[config.mk]
export PLATFORM = sky130hd
export DESIGN_NAME = pc_fetch_sequencer
export DESIGN_NICKNAME = d
export VERILOG_FILES = /design/src/rtl/pc_seq_pkg.sv /design/src/rtl/pc_next_calc.sv /design/src/rtl/pc_fetch_sequencer.sv
export SDC_FILE = /design/constraint.sdc
export NUM_CORES = 1
export LEC_CHECK = 0
export CAP_MARGIN = 25
export CELL_PAD_IN_SITES_DETAIL_PLACEMENT = 0
export CELL_PAD_IN_SITES_GLOBAL_PLACEMENT = 1
export CORE_UTILIZATION = 29
export DETAILED_ROUTE_END_ITERATION = 10
export GPL_TIMING_DRIVEN = 0
export PLACE_DENSITY = 0.87
export SETUP_SLACK_MARGIN = 0.02
export SLEW_MARGIN = 20
export SYNTH_ARGS = -nofsm -noshare
export SYNTH_HDL_FRONTEND = slang
export SYNTH_SLANG_ARGS = --single-unit
[constraint.sdc]
create_clock -name clk_i -period 2.24 [get_ports clk_i]
set_input_delay 0.448 -clock clk_i [delete_from_list [all_inputs] [get_ports clk_i]]
set_output_delay 0.448 -clock clk_i [all_outputs]
set_load 0.01 [all_outputs]
[src/rtl/pc_seq_pkg.sv]
// Shared types and encodings for the PC fetch sequencer: FSM states, next-PC
// select codes, trap causes and the reset-time instruction word.
package pc_seq_pkg;

  localparam int unsigned XLEN   = 32;
  localparam int unsigned WDOG_W = 8;

  typedef enum logic [1:0] {
    S_RESET = 2'd0,
    S_FETCH = 2'd1,
    S_EXEC  = 2'd2,
    S_TRAP  = 2'd3
  } state_t;

  localparam logic [1:0] PC_SEL_PLUS4 = 2'b00;
  localparam logic [1:0] PC_SEL_JAL   = 2'b01;
  localparam logic [1:0] PC_SEL_JALR  = 2'b10;
  localparam logic [1:0] PC_SEL_RSVD  = 2'b11;

  localparam logic [1:0] CAUSE_NONE     = 2'b00;
  localparam logic [1:0] CAUSE_MISALIGN = 2'b01;
  localparam logic [1:0] CAUSE_TIMEOUT  = 2'b10;

  // addi x0, x0, 0
  localparam logic [XLEN-1:0] NOP_INSTR = 32'h0000_0013;

  function automatic logic is_word_aligned(input logic [XLEN-1:0] addr);
    return addr[1:0] == 2'b00;
  endfunction

endpackage

[src/rtl/pc_next_calc.sv]
// Combinational next-PC selection with word-alignment check of the result.
module pc_next_calc
  import pc_seq_pkg::*;
(
  input  logic [XLEN-1:0] pc_i,
  input  logic [1:0]      pc_sel_i,
  input  logic [XLEN-1:0] jal_target_i,
  input  logic [XLEN-1:0] jalr_target_i,
  output logic [XLEN-1:0] next_pc_o,
  output logic            misaligned_o
);

  // Reserved select falls back to sequential PC+4
  always_comb begin
    next_pc_o = pc_i + XLEN'(4);
    case (pc_sel_i)
      PC_SEL_JAL:  next_pc_o = jal_target_i;
      PC_SEL_JALR: next_pc_o = {jalr_target_i[XLEN-1:1], 1'b0};
      default:     next_pc_o = pc_i + XLEN'(4);
    endcase
    misaligned_o = !is_word_aligned(next_pc_o);
  end

endmodule

[src/rtl/pc_fetch_sequencer.sv]
// Fetch/execute sequencer: owns the PC, issues instruction fetches with a
// watchdog, latches the instruction for decode and traps on faults.
module pc_fetch_sequencer
  import pc_seq_pkg::*;
#(
  parameter logic [XLEN-1:0] RESET_VECTOR  = 32'h0000_0000,
  parameter int unsigned     FETCH_TIMEOUT = 16
) (
  input  logic            clk_i,
  input  logic            rst_i,
  input  logic [1:0]      pc_sel_i,
  input  logic [XLEN-1:0] jal_target_i,
  input  logic [XLEN-1:0] jalr_target_i,
  input  logic            exec_done_i,
  output logic            imem_req_o,
  output logic [XLEN-1:0] imem_addr_o,
  input  logic            imem_valid_i,
  input  logic [XLEN-1:0] imem_rdata_i,
  output logic [XLEN-1:0] instr_o,
  output logic            instr_valid_o,
  output logic [XLEN-1:0] pc_o,
  output logic            trap_o,
  output logic [1:0]      trap_cause_o
);

  localparam logic [WDOG_W-1:0] WDOG_LAST = WDOG_W'(FETCH_TIMEOUT - 1);

  state_t            state_q, state_d;
  logic [XLEN-1:0]   pc_q, pc_d;
  logic [XLEN-1:0]   instr_q, instr_d;
  logic [WDOG_W-1:0] wdog_q, wdog_d;
  logic [1:0]        cause_q, cause_d;
  logic              imem_req_q, imem_req_d;
  logic              instr_valid_q, instr_valid_d;
  logic              trap_q, trap_d;

  logic [XLEN-1:0]   next_pc;
  logic              next_misaligned;

  pc_next_calc u_next (
    .pc_i          (pc_q),
    .pc_sel_i      (pc_sel_i),
    .jal_target_i  (jal_target_i),
    .jalr_target_i (jalr_target_i),
    .next_pc_o     (next_pc),
    .misaligned_o  (next_misaligned)
  );

  always_ff @(posedge clk_i) begin
    if (rst_i) begin
      state_q       <= S_RESET;
      pc_q          <= RESET_VECTOR;
      instr_q       <= NOP_INSTR;
      wdog_q        <= '0;
      cause_q       <= CAUSE_NONE;
      imem_req_q    <= 1'b0;
      instr_valid_q <= 1'b0;
      trap_q        <= 1'b0;
    end else begin
      state_q       <= state_d;
      pc_q          <= pc_d;
      instr_q       <= instr_d;
      wdog_q        <= wdog_d;
      cause_q       <= cause_d;
      imem_req_q    <= imem_req_d;
      instr_valid_q <= instr_valid_d;
      trap_q        <= trap_d;
    end
  end

  // Next-state logic; registered strobes are derived from the next state
  always_comb begin
    state_d = state_q;
    pc_d    = pc_q;
    instr_d = instr_q;
    wdog_d  = wdog_q;
    cause_d = cause_q;
    case (state_q)
      S_RESET: begin
        wdog_d  = '0;
        state_d = S_FETCH;
      end
      S_FETCH: begin
        // A response on the expiry cycle beats the watchdog
        if (imem_valid_i) begin
          instr_d = imem_rdata_i;
          wdog_d  = '0;
          state_d = S_EXEC;
        end else if (wdog_q == WDOG_LAST) begin
          wdog_d  = '0;
          cause_d = CAUSE_TIMEOUT;
          state_d = S_TRAP;
        end else begin
          wdog_d = wdog_q + WDOG_W'(1);
        end
      end
      S_EXEC: begin
        if (exec_done_i) begin
          if (next_misaligned) begin
            cause_d = CAUSE_MISALIGN;
            state_d = S_TRAP;
          end else begin
            pc_d    = next_pc;
            state_d = S_FETCH;
          end
        end
      end
      S_TRAP: begin
        state_d = S_TRAP;
      end
      default: begin
        state_d = S_RESET;
      end
    endcase
    imem_req_d    = (state_d == S_FETCH);
    instr_valid_d = (state_d == S_EXEC);
    trap_d        = (state_d == S_TRAP);
  end

  assign imem_req_o    = imem_req_q;
  assign imem_addr_o   = pc_q;
  assign instr_o       = instr_q;
  assign instr_valid_o = instr_valid_q;
  assign pc_o          = pc_q;
  assign trap_o        = trap_q;
  assign trap_cause_o  = cause_q;

endmodule

Yosys cells after proc, flatten, opt, wreduce, memory -nomap -nowiden --
Cells that the tools add are included.
Word-level totals: output and inout bits 101, bits in registers 79, input port bits 102
Cells by class: $add $sub $neg 2, reduce and logical (&&, ||, !) cells 7, multiplexer cells 14, equal/unequal tests 13
Operators with widths (number):
- $pmux 32 s2 | 1
- $add 32x3->32 const B | 1
- $mux 2 | 8
- $mux 8 | 2
- $pmux 8 s2 | 1
- $eq 2x2->1 const B | 5
- $add 8x1->8 const B | 1
- $eq 8x4->1 const B | 1
- $ne 2x2->1 const B | 4
- $pmux 2 s4 | 1
- $eq 2x1->1 const B | 3
- $reduce_and 5->1 | 1
- $logic_not 2->1 | 2
- $pmux 2 s2 | 1
- $reduce_bool 2->1 | 2
- $reduce_and 3->1 | 1
- $reduce_and 2->1 | 1

Depth between registers and ports, before layout --
depth in word-level cells 7, gate-level depth with buffers 8

By module --
From an unflattened synthesis, not the netlist that was laid out.
Unflattened totals: cells, all modules 571, area total of the unflattened synthesis 4391.7 sq um
By module, submodules not included:
- pc_fetch_sequencer | seq. area each 1581.5 sq um, times used 1, area an instance 3145.5 sq um, cells each 394
- pc_next_calc | seq. area each 0.0 sq um, times used 1, area an instance 1246.2 sq um, cells each 177

Worst setup path before layout --
Ideal clock, no wire load.
path kind in2reg, start input port pc_sel_i[0], end register pc_q[18], in the netlist imem_addr_o[18], data arrival time 2.014 ns, path slack 0.133 ns, stages on the path 8, buffers on the path 1, setup time 0.092 ns, cells stage by stage inv_1 ha_1 nor3b_2 a21oi_1 nand2b_1 buf_2 a21oi_1 o32ai_1
On the way: word-level cells in the longest chain between the ends 4
RTL lines:
- start, declared | RTL line pc_fetch_sequencer.sv:11 | input logic [1:0] pc_sel_i,
- $eq 2x2->1 or $eq 2x1->1 (tied branches) | RTL line pc_next_calc.sv:16 | case (pc_sel_i)
- $pmux 32 s2 (*) | RTL line pc_next_calc.sv:16
- $logic_not 2->1 | RTL line pc_seq_pkg.sv:28 | return addr[1:0] == 2'b00;
- $reduce_and 3->1 (no line)
- end signal, assigned | RTL line pc_fetch_sequencer.sv:61 | pc_q <= pc_d;
- end, declared | RTL line pc_fetch_sequencer.sv:29 | logic [XLEN-1:0] pc_q, pc_d;
Mark *: on every way between the ends. The rest lies on a longest branch, timed or not. A chain may end at the register's enable or synchronous reset.

Worst setup path after layout --
start register pc_q[2], in the netlist imem_addr_o[2], end register pc_q[18], in the netlist imem_addr_o[18]
On the way: word-level cells in the longest chain between the ends 2
RTL lines:
- $add 32x3->32 | RTL line pc_next_calc.sv:19 | default: next_pc_o = pc_i + XLEN'(4);
- $pmux 32 s2 | RTL line pc_next_calc.sv:16
No other way between the ends.

==> results.toml <==
[final_layout]
drive_above_1_share = 0.1332
fillers = 1464
utilization = 0.4833
fin_nets = 882
synthToLayoutAreaGrowth_pct = 62.07
diodes = 0
final_cells = 965

[global_route]
grt_max_degree = 15
gr-total-overflow = 0
grt_use_total = 0.2109
grt_pass1_vias = 4756
grt_antenna_before_repair = 0
grt_pass1_wl_um = 25910

[clock_network]
hold_buffers = 0
cts_tree = "built"
path_clk_slew_ns = 0.06
numCtsBuffers = 9
clk_latency_ns = 0.35
cts_sinks = 79
h-tree-depth = 3
cts_root_buf = "clkbuf_16"
cts_max_path_buffers = 2

[setup_path]
path_class = "reg2reg"
r2r_end = "imem_addr_o[18]$_SDFFE_PP0P_"
cp.arrival_ns = 2.38
cp_slowest_stage_delay_ns = 0.49
crit_path_max_fanout = 8
cp_cell_sequence = "ha_2 > nand3_2 > or2_1 > buf_2 > or4_4 > o31a_1 > o32ai_1"
critical_path_required_ns = 2.50
crit_path_end_kind = "flop"
r2r_slack_ns = 0.12
start_kind = "flop"
timing.rr.start = "imem_addr_o[2]$_SDFFE_PP0P_"
slowest_stage = "or4_4"
reg2reg_depth = 7

[worst_hold_path]
worst_hold_path.endpoint = "instr_o[12]$_SDFFE_PP0P_"
hold_path.class = "reg2reg"
min_delay_path_depth = 2
min_from = "instr_o[12]$_SDFFE_PP0P_"

[sta]
final.period_utilization = 0.9456
final_hold_viol_count = 0
setup_slack_ns = 0.1218
fmax_mhz = 472.1
min_period_ns = 2.118
fin_skew_ns = 0.006009
relSlewSlack = 0.5627
setup_viol = 0
rsz0062_at_grt = "false"
drv_slew = 0
tightest_slew_ns = 0.6560

[yosys]
synth_edf_count = 0
synth_most_common_cell = "nand2_1"
synth_seq_cells = 79
synthTopCellsByCount = "nand2_1, dfxtp_1, a21oi_1"
yosysSeqAreaShare = 0.3649
synthFlopType = "dfxtp_1"
ys_warn_count = 0
syn_avg_cell_area_um2 = 7.795
syn_area_um2 = 4334
syn_inst = 556
synth.net_count = 662
synthArstFlopShare = 0
synth_top_cell_area_share = 0.3649
synthTopCellsByArea = "dfxtp_1, nand2_1, a21oi_1, buf_4, nor2_1"
yosys.area.top_type = "dfxtp_1"
synth.distinct_cells = 66

[flow_run]
drv_cap = 0

[detailed_routing]
drtPass1Iterations = 5
drtIter0Drc = 406
via_per_inst = 5.140
finalWirelength_um = 16530
drc = 0
wire_per_inst_um = 17.13
ant_nets = 0
num_vias = 4960

[pwr]
p_leak_nw = 2.549
power_density_nw_per_um2 = 511.8
peakVddDrop_mv = 0.3565

[status]
status = "completed"

[placed_design]
gp_congestion = 0.9085
pre_cts_slack_ns = -0.8044
io_buffers = 200
dpl.cell_count = 940
place_hpwl_um = 12270

[floorplan]
core_area_um2 = 14530
fp.dieArea_um2 = 15440
die_w_um = 124.3
rows = 44
start_util = 0.2982
die_y_um = 124.3
ios = 203
-- registers in the layout, indices dropped and copies added, names as in the netlist --
| register | cells |
|---|---|
| trap_cause_o | 2 |
| instr_o | 32 |
| wdog_q | 8 |
| state_q | 2 |
| imem_addr_o | 32 |
| instr_valid_o | 1 |
| imem_req_o | 1 |
| trap_o | 1 |
-- per-layer routing --
layer  share of wire  track usage  vias up
met1            0.43       0.2764     2302
met5               0            0        -
li1                -            -     2412
met3           0.083      0.05584       21
met4           0.019      0.07725        0
met2            0.47       0.3308      225
-- worst max-delay path, delay by kind of cell (launching register included) --
family,cells,cell delay (ns)
and+or+nand+nor,3,0.87
DFF,1,0.39
AOI/OAI and AO/OA,2,0.36
adders and majority gates,1,0.23
buffers and inverters,1,0.18
-- worst max-delay path by stage --
| stage | slack [ns] | cells after the start | start | end |
|---|---|---|---|---|
| 4_1_cts | 0.02 | 9 | pc_sel_i[1] | imem_addr_o[19]$_SDFFE_PP0P_ |
| 6_report | 0.12 | 7 | imem_addr_o[2]$_SDFFE_PP0P_ | imem_addr_o[18]$_SDFFE_PP0P_ |
| 3_5_place_dp | -0.80 | 9 | pc_sel_i[0] | imem_addr_o[9]$_SDFFE_PP0P_ |
| 2_1_floorplan | 0.13 | 8 | pc_sel_i[0] | imem_addr_o[18]$_SDFFE_PP0P_ |
| 5_1_grt | 0.01 | 7 | imem_addr_o[2]$_SDFFE_PP0P_ | imem_addr_o[18]$_SDFFE_PP0P_ |
| 3_3_place_gp | -0.80 | 9 | pc_sel_i[0] | imem_addr_o[14]$_SDFFE_PP0P_ |
-- repair_timing --
item                       CTS  global route
setup endpoints to repair   35            30
resized for setup           15            21
buffers inserted             3             7
pin swaps                    1             4
-- placed cells by master (no fill, tap or decap), types with 5 or more instances in the layout --
cell type	n
a21oi_1	65
a221o_1	5
a221oi_1	5
a22o_1	8
a22oi_1	12
a31oi_1	7
and2_1	5
and3_1	6
buf_4	42
clkbuf_1	12
clkbuf_16	9
clkbuf_2	9
clkdlybuf4s50_1	198
dfxtp_1	77
inv_1	10
nand2_1	97
nand3_1	14
nand3_2	5
nand4_1	6
nor2_1	36
nor3_1	16
nor4_1	8
o21ai_0	15
o31ai_1	5
o32ai_1	5
or3_1	5
xor2_1	5
-- where the power goes --
group | internal (mW) | switching (mW) | total, mW
combinational | 0.379 | 0.317 | 0.697
clock | 0.785 | 0.634 | 1.42
sequential | 1.45 | 0.0307 | 1.48
total | 2.61 | 0.982 | 3.60
-- cell type report --
class / count / area (um^2) / share of cell area
buffer: 68 / 446.7 / 0.06359
clock buffer: 10 / 239.0 / 0.03402
clock inverter: 6 / 45.04 / 0.006413
inverter: 11 / 41.29 / 0.005878
multi-input combinational: 397 / 2344 / 0.3336
sequential: 79 / 1584 / 0.2255
tap: 184 / 230.2 / 0.03278
timing repair buffer: 210 / 2095 / 0.2982
-- cells by family (layout without fill, tap and decap cells) --
group           count (synthesis)  in the layout  synth area share
flops                          79             79            0.3649
simple gates                  229            229            0.2627
fa+ha+maj                       4              4           0.01155
buf+inv                        80            305            0.1100
xor+xnor                        6              6           0.01212
compound gates                158            158            0.2387
-- stage by stage --
step / TNS (ns) / power, mW / hold WS [ns] / area, um^2
finish: 0 / 3.595 / 0.4533 / 7024
global route: 0 / 3.746 / 0.4685 / 7024
CTS: 0 / 3.607 / 0.4472 / 6925
detailed placement: -23.13 / 2.164 / 0.4463 / 6566
global placement: -22.93 / 2.162 / 0.4415 / 6566
floorplan: 0 / 1.796 / 0.4722 / 4334
(Power assumes the default switching activity.)
==> patch, RTL diff (same flow settings) <==
Set the package constant `WDOG_W` to 12 (it was 8).
--- a/src/rtl/pc_seq_pkg.sv
+++ b/src/rtl/pc_seq_pkg.sv
@@ -5,3 +5,3 @@
   localparam int unsigned XLEN   = 32;
-  localparam int unsigned WDOG_W = 8;
+  localparam int unsigned WDOG_W = 12;
 
Formal check against the unedited RTL: same outputs for any inputs over 10 cycles, from zero or initial values and one cycle with rst_i high; that may be too few to reach the edited logic, so the function may still have changed.
==> patch against the original RTL <==
Power increased by 2.9%. Synthesized cell count increased by 4.0%. Worst setup slack worse by 25 ps. Via count up 3.6%. Hold slack got worse by 0.60 ps. Die area rose by 2.4%. Largest cell class unchanged. Routed wire length up 1.8%. Final area up 2.2%. Utilization is 0.30 points higher. Area after synthesis increased by 2.4%. Sequential cell count increased by 4. Critical endpoint is now imem_addr_o[15].
==> patch: results (changes against the original RTL) <==
| Metric | Value |
|---|---|
| FF-to-FF path depth | `5 (-2)` |
| Setup slack after placement | `-1060 ps (-253 ps)` |
| Placed wire-length estimate after detailed placement | `12.4 mm (+1.2%)` |
| Average via count per standard cell | `5.20 (+1.2%)` |
| Detail Route met3 WL | `1.21 mm (-12%)` |
| Adder-cell share of the synthesized area | `1.13% (-0.027 points)` |
| Switching power share of the total | `26.8% (-0.52 points)` |
| Peak ir drop on the vdd network | `317 uV (-11%)` |
| Multiplexer share of the synthesized area | `0.676% (+0.68 points)` |
| Worst hold margin | `453 ps (-0.605 ps)` |
| DR iter-0 viols | `357 (-12%)` |
| Post-placement cell count | `963 (+2.4%)` |
| Final worst path period need | `2140 ps (+25.1 ps)` |
| Sequential cell area fraction in the yosys report | `37.4% (+0.94 points)` |
| Complex-gate fraction of the synthesized area | `22.7% (-1.1 points)` |
| GR met3 Demand/Resource | `4.55% (-1.0 points)` |
| Crit path max fanout | `6 (-2)` |
| Skew final | `9.59 ps (+3.58 ps)` |
| Top post-synthesis cells by area | `sky130_fd_sc_hd__dfxtp_1 37%, sky130_fd_sc_hd__nand2_1 8.1%, sky130_fd_sc_hd__a21oi_1 7.3%, sky130_fd_sc_hd__buf_4 5.6%, sky130_fd_sc_hd__nor2_1 4.3%` |
| Number of nets in the synthesized netlist | `684 (+3.3%)` |
| Hold path startpoint | `instr_o[24]` |
| Post-placement cell area | `6680 um2 (+1.8%)` |
| Run status | `complete, no violations` |
| Met2 usage | `31.7% (-1.4 points)` |
| WHS Endpoint | `instr_o[24]` |
| Total wire length after detailed routing | `16.8 mm (+1.8%)` |
| Number of filler cells placed in the layout | `1463 (-0.068%)` |
| Global-route wire length before repair | `25.7 mm (-0.93%)` |
| Number of distinct library cells after synthesis | `57 (-14%)` |
| M1 GR Usage | `29.3% (+1.6 points)` |
[patch: changes by cell type in the layout (fill, tap and decap cells not counted), sizes merged, moves of 5 or more]
cell	before	now
nor2	37	51
inv	12	5
o21ai	19	26
clkbuf	34	40
nor3	17	11
a22o	8	3
nor3b	1	6
o32ai	6	1
[patch: area by class of cell]
type	count	area share, %
clock inverters	5	0.523
plain buffers	72	6.50
flip-flops and latches	83	23.2
well taps	184	3.21
multi-input cells	418	33.8
repair buffers	210	29.0
clock buffers	11	3.52
inverters	5	0.262
[patch: repair_timing]
| item | 4_1_cts | 5_1_grt |
|---|---|---|
| pin swaps | 1 | 2 |
| setup buffers | 3 | 6 |
| cloned | 0 | 0 |
| setup endpoints to repair | 32 | 31 |
| resized for setup | 34 | 22 |
[patch: worst max-delay path: cells and delay by family (launching register included)]
kind / cells / cell delay (ps)
compound gates: 2 / 230
flops: 1 / 470
simple gates: 3 / 1350
